===== src/rtl/trig_cond_pkg.sv =====
// Shared types, default parameters and sizing helper for the trigger input conditioner.
`timescale 1ns/1ps
package trig_cond_pkg;

  typedef enum logic [1:0] {
    LOW    = 2'd0,
    Q_RISE = 2'd1,
    HIGH   = 2'd2,
    Q_FALL = 2'd3
  } chan_state_t;

  localparam int DEF_N_CH           = 3;
  localparam int DEF_FILTER_CYCLES  = 4;
  localparam int DEF_HOLDOFF_CYCLES = 50;
  localparam int DEF_CNT_W          = 16;

  // Ceil(log2(value)), never less than 1 so a zero-range counter still has a bit.
  function automatic int clog2(input int value);
    int r;
    r = 0;
    while ((1 << r) < value) begin
      r = r + 1;
    end
    return (r < 1) ? 1 : r;
  endfunction

endpackage


===== src/rtl/trig_channel_filter.sv =====
// One trigger channel: 2-FF synchroniser, glitch-qualifying FSM, rise holdoff and rise counter.
`timescale 1ns/1ps
module trig_channel_filter
  import trig_cond_pkg::*;
#(
  parameter int FILTER_CYCLES  = DEF_FILTER_CYCLES,
  parameter int HOLDOFF_CYCLES = DEF_HOLDOFF_CYCLES,
  parameter int CNT_W          = DEF_CNT_W
) (
  input  logic             CLOCK_50,
  input  logic             reset_n,
  input  logic             trig_in,
  input  logic             ch_enable,
  input  logic             clear_counts,
  output logic             trig_level,
  output logic             trig_rise,
  output logic             trig_fall,
  output logic             holdoff_busy,
  output logic [CNT_W-1:0] rise_count
);
  localparam int QW = clog2(FILTER_CYCLES + 1);
  localparam int TW = clog2(HOLDOFF_CYCLES + 1);
  localparam logic [QW-1:0] Q_TARGET = QW'(FILTER_CYCLES);
  localparam logic [TW-1:0] T_LOAD   = TW'(HOLDOFF_CYCLES);

  logic              sync1_r, sync2_r;
  chan_state_t       state_r, state_s;
  logic [QW-1:0]     qcnt_r, qcnt_s;
  logic              rise_evt_r, rise_evt_s, fall_evt_r, fall_evt_s;
  logic              rise_emit_s;
  logic [TW-1:0]     timer_r, timer_s;
  logic [CNT_W-1:0]  cnt_r, cnt_s;
  logic              level_r, rise_r, fall_r, busy_r;

  // Plain two-flop synchroniser; nothing may sit between the flops.
  always_ff @(posedge CLOCK_50 or negedge reset_n) begin
    if (!reset_n) begin
      sync1_r <= 1'b0;
      sync2_r <= 1'b0;
    end else begin
      sync1_r <= trig_in;
      sync2_r <= sync1_r;
    end
  end

  always_ff @(posedge CLOCK_50 or negedge reset_n) begin
    if (!reset_n) begin
      state_r    <= LOW;
      qcnt_r     <= {QW{1'b0}};
      rise_evt_r <= 1'b0;
      fall_evt_r <= 1'b0;
    end else begin
      state_r    <= state_s;
      qcnt_r     <= qcnt_s;
      rise_evt_r <= rise_evt_s;
      fall_evt_r <= fall_evt_s;
    end
  end

  always_comb begin
    state_s    = state_r;
    qcnt_s     = qcnt_r;
    rise_evt_s = 1'b0;
    fall_evt_s = 1'b0;
    case (state_r)
      LOW: begin
        if (!sync2_r) begin
          qcnt_s = {QW{1'b0}};
        end else if (Q_TARGET == QW'(1)) begin
          state_s    = HIGH;
          rise_evt_s = 1'b1;
        end else begin
          state_s = Q_RISE;
          qcnt_s  = QW'(1);
        end
      end
      Q_RISE: begin
        if (!sync2_r) begin
          state_s = LOW;
        end else if (qcnt_r + QW'(1) == Q_TARGET) begin
          state_s    = HIGH;
          rise_evt_s = 1'b1;
        end else begin
          qcnt_s = qcnt_r + QW'(1);
        end
      end
      HIGH: begin
        if (sync2_r) begin
          qcnt_s = {QW{1'b0}};
        end else if (Q_TARGET == QW'(1)) begin
          state_s    = LOW;
          fall_evt_s = 1'b1;
        end else begin
          state_s = Q_FALL;
          qcnt_s  = QW'(1);
        end
      end
      Q_FALL: begin
        if (sync2_r) begin
          state_s = HIGH;
        end else if (qcnt_r + QW'(1) == Q_TARGET) begin
          state_s    = LOW;
          fall_evt_s = 1'b1;
        end else begin
          qcnt_s = qcnt_r + QW'(1);
        end
      end
      default: begin
        state_s = LOW;
        qcnt_s  = {QW{1'b0}};
      end
    endcase
  end

  // A rise is only strobed, counted and allowed to arm the holdoff when it is emitted.
  always_comb begin
    rise_emit_s = rise_evt_r & ch_enable & (timer_r == {TW{1'b0}});
    if (rise_emit_s) begin
      timer_s = T_LOAD;
    end else if (timer_r != {TW{1'b0}}) begin
      timer_s = timer_r - TW'(1);
    end else begin
      timer_s = timer_r;
    end
    if (clear_counts) begin
      cnt_s = {CNT_W{1'b0}};
    end else if (rise_emit_s && !(&cnt_r)) begin
      cnt_s = cnt_r + CNT_W'(1);
    end else begin
      cnt_s = cnt_r;
    end
  end

  always_ff @(posedge CLOCK_50 or negedge reset_n) begin
    if (!reset_n) begin
      level_r <= 1'b0;
      rise_r  <= 1'b0;
      fall_r  <= 1'b0;
      timer_r <= {TW{1'b0}};
      busy_r  <= 1'b0;
      cnt_r   <= {CNT_W{1'b0}};
    end else begin
      level_r <= (state_r == HIGH) || (state_r == Q_FALL);
      rise_r  <= rise_emit_s;
      fall_r  <= fall_evt_r & ch_enable;
      timer_r <= timer_s;
      busy_r  <= (timer_s != {TW{1'b0}});
      cnt_r   <= cnt_s;
    end
  end

  assign trig_level   = level_r;
  assign trig_rise    = rise_r;
  assign trig_fall    = fall_r;
  assign holdoff_busy = busy_r;
  assign rise_count   = cnt_r;

endmodule


===== src/rtl/trig_input_conditioner.sv =====
// Conditions N_CH asynchronous trigger lines into clean level/strobe outputs and rise counters.
`timescale 1ns/1ps
module trig_input_conditioner
  import trig_cond_pkg::*;
#(
  parameter int N_CH           = DEF_N_CH,
  parameter int FILTER_CYCLES  = DEF_FILTER_CYCLES,
  parameter int HOLDOFF_CYCLES = DEF_HOLDOFF_CYCLES,
  parameter int CNT_W          = DEF_CNT_W
) (
  input  logic                  CLOCK_50,
  input  logic                  reset_n,
  input  logic [N_CH-1:0]       trig_in,
  input  logic [N_CH-1:0]       ch_enable,
  input  logic                  clear_counts,
  output logic [N_CH-1:0]       trig_level,
  output logic [N_CH-1:0]       trig_rise,
  output logic [N_CH-1:0]       trig_fall,
  output logic [N_CH-1:0]       holdoff_busy,
  output logic [N_CH*CNT_W-1:0] rise_count
);

  for (genvar k = 0; k < N_CH; k++) begin : g_ch
    trig_channel_filter #(
      .FILTER_CYCLES  (FILTER_CYCLES),
      .HOLDOFF_CYCLES (HOLDOFF_CYCLES),
      .CNT_W          (CNT_W)
    ) u_chan (
      .CLOCK_50     (CLOCK_50),
      .reset_n      (reset_n),
      .trig_in      (trig_in[k]),
      .ch_enable    (ch_enable[k]),
      .clear_counts (clear_counts),
      .trig_level   (trig_level[k]),
      .trig_rise    (trig_rise[k]),
      .trig_fall    (trig_fall[k]),
      .holdoff_busy (holdoff_busy[k]),
      .rise_count   (rise_count[k*CNT_W +: CNT_W])
    );
  end

endmodule

===== config.mk =====
export PLATFORM = sky130hd
export DESIGN_NAME = trig_input_conditioner
export DESIGN_NICKNAME = d
export VERILOG_FILES = /design/src/rtl/trig_cond_pkg.sv /design/src/rtl/trig_channel_filter.sv /design/src/rtl/trig_input_conditioner.sv
export SDC_FILE = /design/constraint.sdc
export NUM_CORES = 1
export LEC_CHECK = 0
export ABC_AREA = 1
export BUFFER_PORTS_ARGS = -buffer_cell sky130_fd_sc_hd__buf_4
export CELL_PAD_IN_SITES_DETAIL_PLACEMENT = 0
export CELL_PAD_IN_SITES_GLOBAL_PLACEMENT = 1
export CORE_MARGIN = 2
export CORE_UTILIZATION = 30
export DETAILED_ROUTE_END_ITERATION = 10
export MAX_ROUTING_LAYER = met4
export PLACE_DENSITY_LB_ADDON = 0.1
export SYNTH_ARGS = -nofsm -noshare
export SYNTH_HDL_FRONTEND = slang
export SYNTH_SLANG_ARGS = --single-unit

===== constraint.sdc =====
create_clock -name CLOCK_50 -period 4.6 [get_ports CLOCK_50]
set_input_delay 0.69 -clock CLOCK_50 [delete_from_list [all_inputs] [get_ports CLOCK_50]]
set_output_delay 0.69 -clock CLOCK_50 [all_outputs]
set_load 0.03 [all_outputs]

==> metrics.csv, run 1 <==
metric,value,unit
antenna_left,0,
slew_violations,0,
yosys-top-cells-area,"dfrtp_1, nand2_1, nor2_1, inv_1, nand4_1",
cts.sinks,105,
die_w,141.5,um
hold_violations,0,
cts_resized,0,
final_nets,804,
largest_reg_flops,48,
worstSetupStartpointType,register,
cts_root_buf,clkbuf_16,
mostFrequentLayoutCells,"nand2_1, dfrtp_1, nor2_1",
worstSkewPairLatency,0.35,ns
cp_max_fo,11,
finalPower,0.002061,W
synth_cells,724,
cp.required,4.89,ns
first_iter_violations,326,
p_leak,3.294,nW
antenna_found_initial,0,
chipHeight,141.5,um
intPower,0.001462,W
h-tree-depth,3,
grt_use_total,0.1500,
p_switching,0.0005993,W
cp-end-kind,register,
nFillCells,1957,
netlist.top_cell.by_area,dfrtp_1,
gp_congestion,0.8000,
setup_tns,0,ns
grt_max_degree,70,
std_cell_rows,50,
drc,0,
synth_fp_nets,748,
register_area,2628,sq um
dr.pass1.iters,4,
fin_skew,0.007715,ns
cts_tree,built,
worst_slew_pin_slew,0.9761,ns
worstPathArrival,2.42,ns
status,"complete, no violations",
cts-buffers-inserted,9,
yosys_register_bits,105,
netlist_area,5670,sq um
clk_pin_slew_worst_paths,0.08,ns
timing.final.crit_share,0.4644,
port_buffers,68,
die-area,20020,sq um
min_period,2.136,ns
synth_top_area_frac,0.4634,
yosysUniqueCellTypes,29,
initial_core_util,0.3042,
grt_pass1_wl,23600,um
swShare,0.2907,
fmax,468.1,MHz
pwr-share-seq,0.507,
wl_per_cell,13.37,um
viasPerCell,4.624,
final_common_cell,nand2_1,
place_hpwl,9858,um
path_class,register to register,
core,18640,sq um
antenna-diode-count,0,
ios,69,
slew_headroom,0.3486,
cts_setup_buffers,0,
power_density,311.9,nW/um^2
wirelength,13630,um
vdd_drop_max,0.0001423,V
grt_setup_unrepaired,no,
synth.avg_cell_area,7.832,sq um
hold_path.class,register to register,
ctsHoldBuffers,0,
yosys_warnings,0,
area_growth,16.55,%
cts_buffer_depth,2,
grt_overflow,0,
drive_gt1_frac,0.1529,
grt_pass1_vias,4765,
cap_violations,0,
setup_viol,0,
via_count,4712,
synth-seq-area-share,0.4634,
p_comb_frac,0.123,
multi_input_area,2614,sq um
power_frac_clock,0.370,
[per-layer routing]
layer	track usage	vias up	share of wire
met5	-	-	0
met4	0.04737	0	0.014
met3	0.01890	13	0.028
met2	0.2279	65	0.44
met1	0.2094	2232	0.52
li1	-	2402	-
[critical path: stages, from the launching register on]
cell     delay (ns)
dfrtp_1        0.39
inv_1          0.13
ha_1           0.19
nand3_2        0.18
inv_1          0.13
nand2_1        0.11
nor2_1         0.63
nand4_1        0.20
nand2_1        0.11
[final cells by class]
class | instances | area share
Tap cell | 234 | 0.04430
Clock inverter | 7 | 0.008898
Inverter | 68 | 0.03900
Clock buffer | 9 | 0.03408
Timing Repair Buffer | 71 | 0.08065
Sequential cell | 105 | 0.3976
Multi-Input combinational cell | 525 | 0.3955
[through the flow]
step | worst slack [ns] | hold WS, ns | std cells | utilization | instance area (sq um)
4_1_cts | 2.439 | 0.3538 | 1019 | 0.3545 | 6609
6_report | 2.464 | 0.3511 | 1019 | 0.3545 | 6609
3_5_place_dp | 2.231 | 0.3347 | 1003 | 0.3393 | 6325
3_3_place_gp | 2.318 | 0.3343 | 1003 | 0.3393 | 6325
5_1_grt | 2.201 | 0.3698 | 1019 | 0.3545 | 6609
2_1_floorplan | 2.795 | 0.3312 | 724 | - | 5670
[cells in the mapped netlist, drive strengths merged]
| master | n |
|---|---|
| nand2 | 255 |
| dfrtp | 105 |
| nor2 | 104 |
| inv | 68 |
| nand4 | 40 |
| nand3 | 32 |
| o21ai | 26 |
| buf | 20 |
| xor2 | 19 |
| ha | 15 |
| o21bai | 13 |
| xnor2 | 8 |
| clkbuf | 6 |
| nand3b | 4 |
| a21oi | 3 |
| or2 | 3 |
| nor3 | 2 |
| o211ai | 1 |
[power by group through the flow]
stage / Clock [W] / Sequential [W] / Combinational, W
2_1_floorplan: 0 / 0.00105 / 0.000204
3_3_place_gp: 0 / 0.00106 / 0.000251
3_5_place_dp: 0 / 0.00106 / 0.000259
4_1_cts: 0.000797 / 0.00105 / 0.000261
5_1_grt: 0.000829 / 0.00106 / 0.000306
6_report: 0.000763 / 0.00104 / 0.000254
[worst paths after layout]
| kind | slack, ns | endpoint | from | depth (start not counted) |
|---|---|---|---|---|
| worst max-delay path | 2.46 | g_ch[1].u_chan.rise_count[9] | g_ch[1].u_chan.timer_r[0] | 8 |
| worst min-delay path | 0.35 | g_ch[2].u_chan.sync2_r | g_ch[2].u_chan.sync1_r | 0 |
| worst max register to register | 2.46 | g_ch[1].u_chan.rise_count[9] | g_ch[1].u_chan.timer_r[0] | 8 |
| worst min register to register | 0.35 | g_ch[2].u_chan.sync2_r | g_ch[2].u_chan.sync1_r | 0 |
| max in group asynchronous | 3.30 | g_ch[2].u_chan.rise_count[6] | reset_n | 2 |
| min in group asynchronous | 0.46 | g_ch[1].u_chan.sync2_r | reset_n | 1 |
[kinds of logic (layout without fill, tap and decap cells)]
family,Yosys count,count (layout),share of synthesized area
buffers and inverters,94,155,0.07568
and+or+nand+nor,440,440,0.3414
adders and majority gates,15,15,0.03310
AOI/OAI and AO/OA,43,43,0.04479
DFF,105,105,0.4634
xor gates and xnor gates,27,27,0.04170
Power figures use the tool's default switching activity.
==> run 2: changes to the inputs <==
ABC_AREA = 0   (was 1)
clock period = 2.2 ns   (was 4.6 ns; I/O delays follow)
==> metrics.csv, run 2 <==
metric,value,unit,change
yosys.cell_count.top_type,dfrtp_1,,was nand2_1
pwr-share-seq,0.485,,was 0.507
synthArstFlopShare,1.000,,unchanged
grt_pass1_vias,4155,,was 4765
clk_pin_slew_worst_paths,0.07,ns,was 0.08 ns
hold_path.class,primary input to async pin,,was register to register
place_hpwl,8708,um,was 9858 um
cp-end-kind,register,,unchanged
synth.avg_cell_area,10.27,sq um,was 7.832 sq um
synth_cells,525,,was 724
core,17780,sq um,was 18640 sq um
yosys_register_bits,105,,unchanged
cts_buffer_depth,2,,unchanged
ios,69,,unchanged
p_switching,0.001160,W,was 0.0005993 W
cts_root_buf,clkbuf_16,,unchanged
worstSkewPairLatency,0.35,ns,about the same
min_period,2.094,ns,was 2.136 ns
path_class,register to register,,unchanged
nFillCells,1791,,was 1957
cts_tree,built,,unchanged
ctsHoldBuffers,0,,unchanged
fin_skew,0.005804,ns,was 0.007715 ns
setup_ws,0.1063,ns,was 2.464 ns
worst_hold_slack,-0.007607,ns,was 0.3511 ns
initial_core_util,0.3033,,was 0.3042
final_nets,619,,was 804
worst_slew_pin_slew,0.6373,ns,was 0.9761 ns
setup_tns,0,ns,unchanged
fmax,477.6,MHz,was 468.1 MHz
die-area,19060,sq um,was 20020 sq um
drive_gt1_frac,0.2300,,was 0.1529
dp_cells,808,,was 1003
grt_use_total,0.1404,,was 0.1500
largest_reg_flops,48,,unchanged
yosys_warnings,0,,unchanged
startpoint,g_ch[2].u_chan.timer_r[1],,was g_ch[1].u_chan.timer_r[0]
std_cell_rows,49,,was 50
cp.required,2.44,ns,was 4.89 ns
synth_flop_cell,dfrtp_1,,unchanged
violations,negative hold slack,,
first_iter_violations,192,,was 326
wl_per_cell,15.38,um,was 13.37 um
intPower,0.003393,W,was 0.001462 W
wirelength,12750,um,was 13630 um
synth_fp_nets,549,,was 748
viasPerCell,5.171,,was 4.624
h-tree-depth,3,,unchanged
antenna_found_initial,0,,unchanged
antenna-diode-count,0,,unchanged
finalPower,0.004553,W,was 0.002061 W
met3_usage,0.02529,,was 0.01890
slew_headroom,0.5751,,was 0.3486
r2r_slack,0.11,ns,was 2.46 ns
grt_overflow,0,,unchanged
top_usage_layer,met2,,unchanged
slew_violations,0,,unchanged
p_leak,2.798,nW,was 3.294 nW
status,finished with violations,,"was complete, no violations"
antenna_left,0,,unchanged
gp_congestion,0.7548,,was 0.8000
worstReg2RegStart,g_ch[2].u_chan.timer_r[1],,was g_ch[1].u_chan.timer_r[0]
synth_top_area_frac,0.4872,,was 0.4634
mostFrequentLayoutCells,"dfrtp_1, buf_4, a21oi_1",,"was nand2_1, dfrtp_1, nor2_1"
swShare,0.2549,,was 0.2907
preCtsSetupSlack,0.07161,ns,was 2.231 ns
drc,0,,unchanged
hold_violations,3,,was 0
timing.final.crit_share,0.9517,,was 0.4644
worstSetupEndpoint,g_ch[2].u_chan.rise_count[13],,was g_ch[1].u_chan.rise_count[9]
netlist.top_cell.by_area,dfrtp_1,,unchanged
synthTopCellsByCount,"dfrtp_1, a21oi_1, nand2_1",,"was nand2_1, dfrtp_1, nor2_1"
via_count,4287,,was 4712
synth-edff-count,0,,unchanged
dr.pass1.iters,4,,unchanged
synth-seq-area-share,0.4872,,was 0.4634
rr_endpoint,g_ch[2].u_chan.rise_count[13],,was g_ch[1].u_chan.rise_count[9]
cap_violations,0,,unchanged
p_comb_frac,0.120,,was 0.123
power_density,698.2,nW/um^2,was 311.9 nW/um^2
power_frac_clock,0.396,,was 0.370
port_buffers,68,,unchanged
use_met2,0.2168,,was 0.2279
setup_viol,0,,unchanged
grt_pass1_wl,21520,um,was 23600 um
final-instance-count-excl-fill,829,,was 1019
reg2reg_depth,7,,was 8
cts.sinks,105,,unchanged
grt_use_met1,0.1862,,was 0.2094
yosysUniqueCellTypes,54,,was 29
cts-buffers-inserted,9,,unchanged
cp_max_fo,5,,was 11
final_common_cell,dfrtp_1,,was nand2_1
die_w,138.1,um,was 141.5 um
vdd_drop_max,0.0004049,V,was 0.0001423 V
chipHeight,138.1,um,was 141.5 um
worstPathArrival,2.33,ns,was 2.42 ns
worstSetupStartpointType,register,,unchanged
area_growth,20.93,%,was 16.55%
netlist_area,5393,sq um,was 5670 sq um
yosys-top-cells-area,"dfrtp_1, a21oi_1, o31ai_1, or4_1, ha_1",,"was dfrtp_1, nand2_1, nor2_1, inv_1, nand4_1"
grt_max_degree,106,,was 70
## run 2: changes by cell type in the layout (fill, tap and decap cells not counted), sizes merged, moves of 11 or more
cell and delta:
xor2 -19, buf +22, or4 +27, a21oi +45
inv -53, nand4 -25, mux2 +11, nand2 -220
nand3 -14, o31ai +32, o21bai -13, or3 +12
nor2 -81
## run 2: stage by stage
step	hold WS, ns	utilization	cell area (sq um)
finish	-0.007607	0.3668	6521
global route	0.06963	0.3668	6521
CTS	0.06610	0.3636	6465
detailed placement	0.3418	0.3450	6135
global placement	0.3316	0.3450	6135
floorplan	0.03441	-	5393
## run 2: cells by family (layout without fill, tap and decap cells)
kind of cell | after synthesis | in the layout | synth area share
AOI/OAI and AO/OA | 118 | 118 | 0.1362
buffers and inverters | 53 | 128 | 0.05359
adders and majority gates | 15 | 15 | 0.03480
xor gates and xnor gates | 10 | 10 | 0.01624
and+or+nand+nor | 204 | 204 | 0.2323
DFF | 105 | 105 | 0.4872
muxes | 20 | 20 | 0.03968
## run 2: critical path, stage by stage, from the launching register on
cell and delay [ns]:
dfrtp_1 0.43, inv_1 0.12, ha_1 0.17, and4b_1 0.30
nand4_1 0.16, buf_4 0.18, and4bb_2 0.28, mux2_2 0.32
## run 2: timing repair
action / in CTS / in global routing
setup buffers: 0 / 5
setup endpoints to repair: 0 / 16
gates resized for setup: 0 / 6
## run 2: worst min-delay path by stage
stage,start,to,slack [ns],depth (start not counted)
2_1_floorplan,reset_n,async pin,0.03,0
3_3_place_gp,g_ch[2].u_chan.sync1_r,g_ch[2].u_chan.sync2_r,0.33,0
3_5_place_dp,g_ch[2].u_chan.sync1_r,g_ch[2].u_chan.sync2_r,0.34,0
4_1_cts,trig_in[1],g_ch[1].u_chan.sync1_r,0.07,1
5_1_grt,trig_in[1],g_ch[1].u_chan.sync1_r,0.07,1
6_report,reset_n,g_ch[1].u_chan.rise_count[5],-0.008,2
## run 2: final cells by class
type	instances	area (sq um)	share of cell area
sequential	105	2629	0.4031
multi-input combinational	367	2494	0.3824
timing repair buffer	93	710.7	0.1090
tap	229	286.5	0.04394
clock buffer	11	252.7	0.03876
clock inverter	5	77.57	0.01190
inverter	19	71.32	0.01094
## run 2: power groups by stage
stage	clock, W	sequential (W)	combinational (W)
5_1_grt	0.00195	0.00223	0.000620
6_report	0.00180	0.00221	0.000545
2_1_floorplan	0	0.00221	0.000460
3_3_place_gp	0	0.00224	0.000548
4_1_cts	0.00187	0.00220	0.000559
3_5_place_dp	0	0.00224	0.000558
## run 2: layer usage
metal,share of wire,vias up
met3,0.030,11
met5,0,-
li1,-,2097
met4,0.014,0
met2,0.48,60
met1,0.48,2119
==> run 3: changes to the inputs <==
CORE_UTILIZATION = 45   (was 30)
==> metrics.csv, run 3 (synthesis results as in run 2) <==
metric,value,unit,change
cts_tree,built,,unchanged
finalPower,0.004374,W,was 0.004553 W
cap_violations,0,,unchanged
worstReg2RegStart,g_ch[2].u_chan.timer_r[1],,unchanged
worstSkewPairLatency,0.35,ns,about the same
std_cell_rows,39,,was 49
setup_ws,0.1442,ns,was 0.1063 ns
chipHeight,113.5,um,was 138.1 um
cts-buffers-inserted,9,,unchanged
setup_tns,0,ns,unchanged
viasPerCell,5.815,,was 5.171
largest_reg_flops,48,,unchanged
h-tree-depth,3,,unchanged
dr.pass1.iters,4,,unchanged
wirelength,11670,um,was 12750 um
swShare,0.2568,,was 0.2549
hold_path.class,primary input to async pin,,unchanged
ios,69,,unchanged
grt_max_degree,55,,was 106
antenna_left,0,,unchanged
final_nets,611,,was 619
gp_congestion,0.8609,,was 0.7548
hold_violations,4,,was 3
via_count,4274,,was 4287
final-instance-count-excl-fill,735,,was 829
pwr-share-seq,0.504,,was 0.485
worstSetupStartpointType,register,,unchanged
power_density,692.2,nW/um^2,was 698.2 nW/um^2
drive_gt1_frac,0.2145,,was 0.2300
path_class,register to register,,unchanged
cp.required,2.41,ns,was 2.44 ns
die_w,113.5,um,was 138.1 um
setup_viol,0,,unchanged
cts_root_buf,clkbuf_16,,unchanged
p_switching,0.001123,W,was 0.001160 W
preCtsSetupSlack,0.06424,ns,was 0.07161 ns
worstPathArrival,2.26,ns,was 2.33 ns
cts.sinks,105,,unchanged
status,finished with violations,,unchanged
slew_violations,0,,unchanged
cts_buffer_depth,2,,unchanged
min_period,2.056,ns,was 2.094 ns
drc,0,,unchanged
worst_slew_pin_slew,0.6668,ns,was 0.6373 ns
rr_endpoint,g_ch[2].u_chan.rise_count[15],,was g_ch[2].u_chan.rise_count[13]
place_hpwl,8041,um,was 8708 um
vdd_drop_max,0.0006091,V,was 0.0004049 V
slew_headroom,0.5555,,was 0.5751
first_iter_violations,330,,was 192
p_leak,2.742,nW,was 2.798 nW
dp_cells,718,,was 808
power_frac_clock,0.369,,was 0.396
grt_pass1_wl,19640,um,was 21520 um
antenna_found_initial,0,,unchanged
grt_use_total,0.1942,,was 0.1404
clk_pin_slew_worst_paths,0.07,ns,about the same
cp-end-kind,register,,unchanged
core,11560,sq um,was 17780 sq um
grt_setup_unrepaired,yes,,
wl_per_cell,15.87,um,was 15.38 um
grt_pass1_vias,4116,,was 4155
reg2reg_depth,8,,was 7
grt_overflow,0,,unchanged
cp_max_fo,8,,was 5
mostFrequentLayoutCells,"dfrtp_1, buf_4, a21oi_1",,unchanged
initial_core_util,0.4663,,was 0.3033
antenna-diode-count,0,,unchanged
intPower,0.003251,W,was 0.003393 W
r2r_slack,0.14,ns,was 0.11 ns
area_growth,17.19,%,was 20.93%
p_comb_frac,0.127,,was 0.120
fin_skew,0.005447,ns,was 0.005804 ns
final_common_cell,dfrtp_1,,unchanged
timing.final.crit_share,0.9344,,was 0.9517
port_buffers,68,,unchanged
worst_hold_slack,-0.003306,ns,was -0.007607 ns
die-area,12880,sq um,was 19060 sq um
violations,negative hold slack,,unchanged
fmax,486.4,MHz,was 477.6 MHz
run 3: power by group through the flow:
stage	sequential, W	combinational [W]	clock [W]
3_3_place_gp	0.00224	0.000544	0
4_1_cts	0.00220	0.000570	0.00167
6_report	0.00220	0.000558	0.00161
3_5_place_dp	0.00224	0.000569	0
5_1_grt	0.00223	0.000632	0.00175
2_1_floorplan	0.00221	0.000460	0
run 3: final cells by class:
class | instances | area [sq um]
clock buffers | 11 | 242.7
inverters | 19 | 71.32
flip-flops and latches | 105 | 2628
repair buffers | 85 | 650.6
clock inverters | 5 | 55.05
well taps | 143 | 178.9
fillers | 1003 | 5245
multi-input cells | 367 | 2494
run 3: timing repair:
item / CTS / global route
buffers inserted: 0 / 1
gates resized for setup: 0 / 4
hold buffers: 0 / 0
setup endpoints to repair: 0 / 15
run 3: stage by stage:
stage,instance area (sq um),util
global route,6320,0.5465
finish,6320,0.5465
detailed placement,5997,0.5186
CTS,6295,0.5443
floorplan,5393,-
global placement,5997,0.5186
run 3: how the worst max path moves through the flow:
stage	startpoint	endpoint	slack, ns	depth (start not counted)
2_1_floorplan	g_ch[1].u_chan.rise_count[0]	g_ch[1].u_chan.rise_count[13]	0.20	6
3_3_place_gp	g_ch[1].u_chan.timer_r[0]	g_ch[1].u_chan.rise_count[15]	0.14	6
3_5_place_dp	g_ch[1].u_chan.timer_r[0]	g_ch[1].u_chan.rise_count[15]	0.06	6
4_1_cts	g_ch[1].u_chan.timer_r[0]	g_ch[1].u_chan.rise_count[15]	0.02	6
5_1_grt	g_ch[1].u_chan.timer_r[0]	g_ch[1].u_chan.rise_count[15]	-0.02	6
6_report	g_ch[2].u_chan.timer_r[1]	g_ch[2].u_chan.rise_count[15]	0.14	8
run 3: worst max-delay path, stage by stage (launching register included):
cell and delay (ns):
dfrtp_1 0.42, inv_1 0.12, ha_1 0.16, and4b_1 0.30, nand4_1 0.12, buf_4 0.18
buf_4 0.14, o311ai_0 0.34, o41ai_1 0.13
run 3: layer usage:
layer	vias to the layer above	track usage	wire (um)
met5	-	-	0
met4	0	0.07642	165
met3	11	0.04145	464
met2	77	0.3066	5662
met1	2111	0.2465	5375
li1	2075	-	-
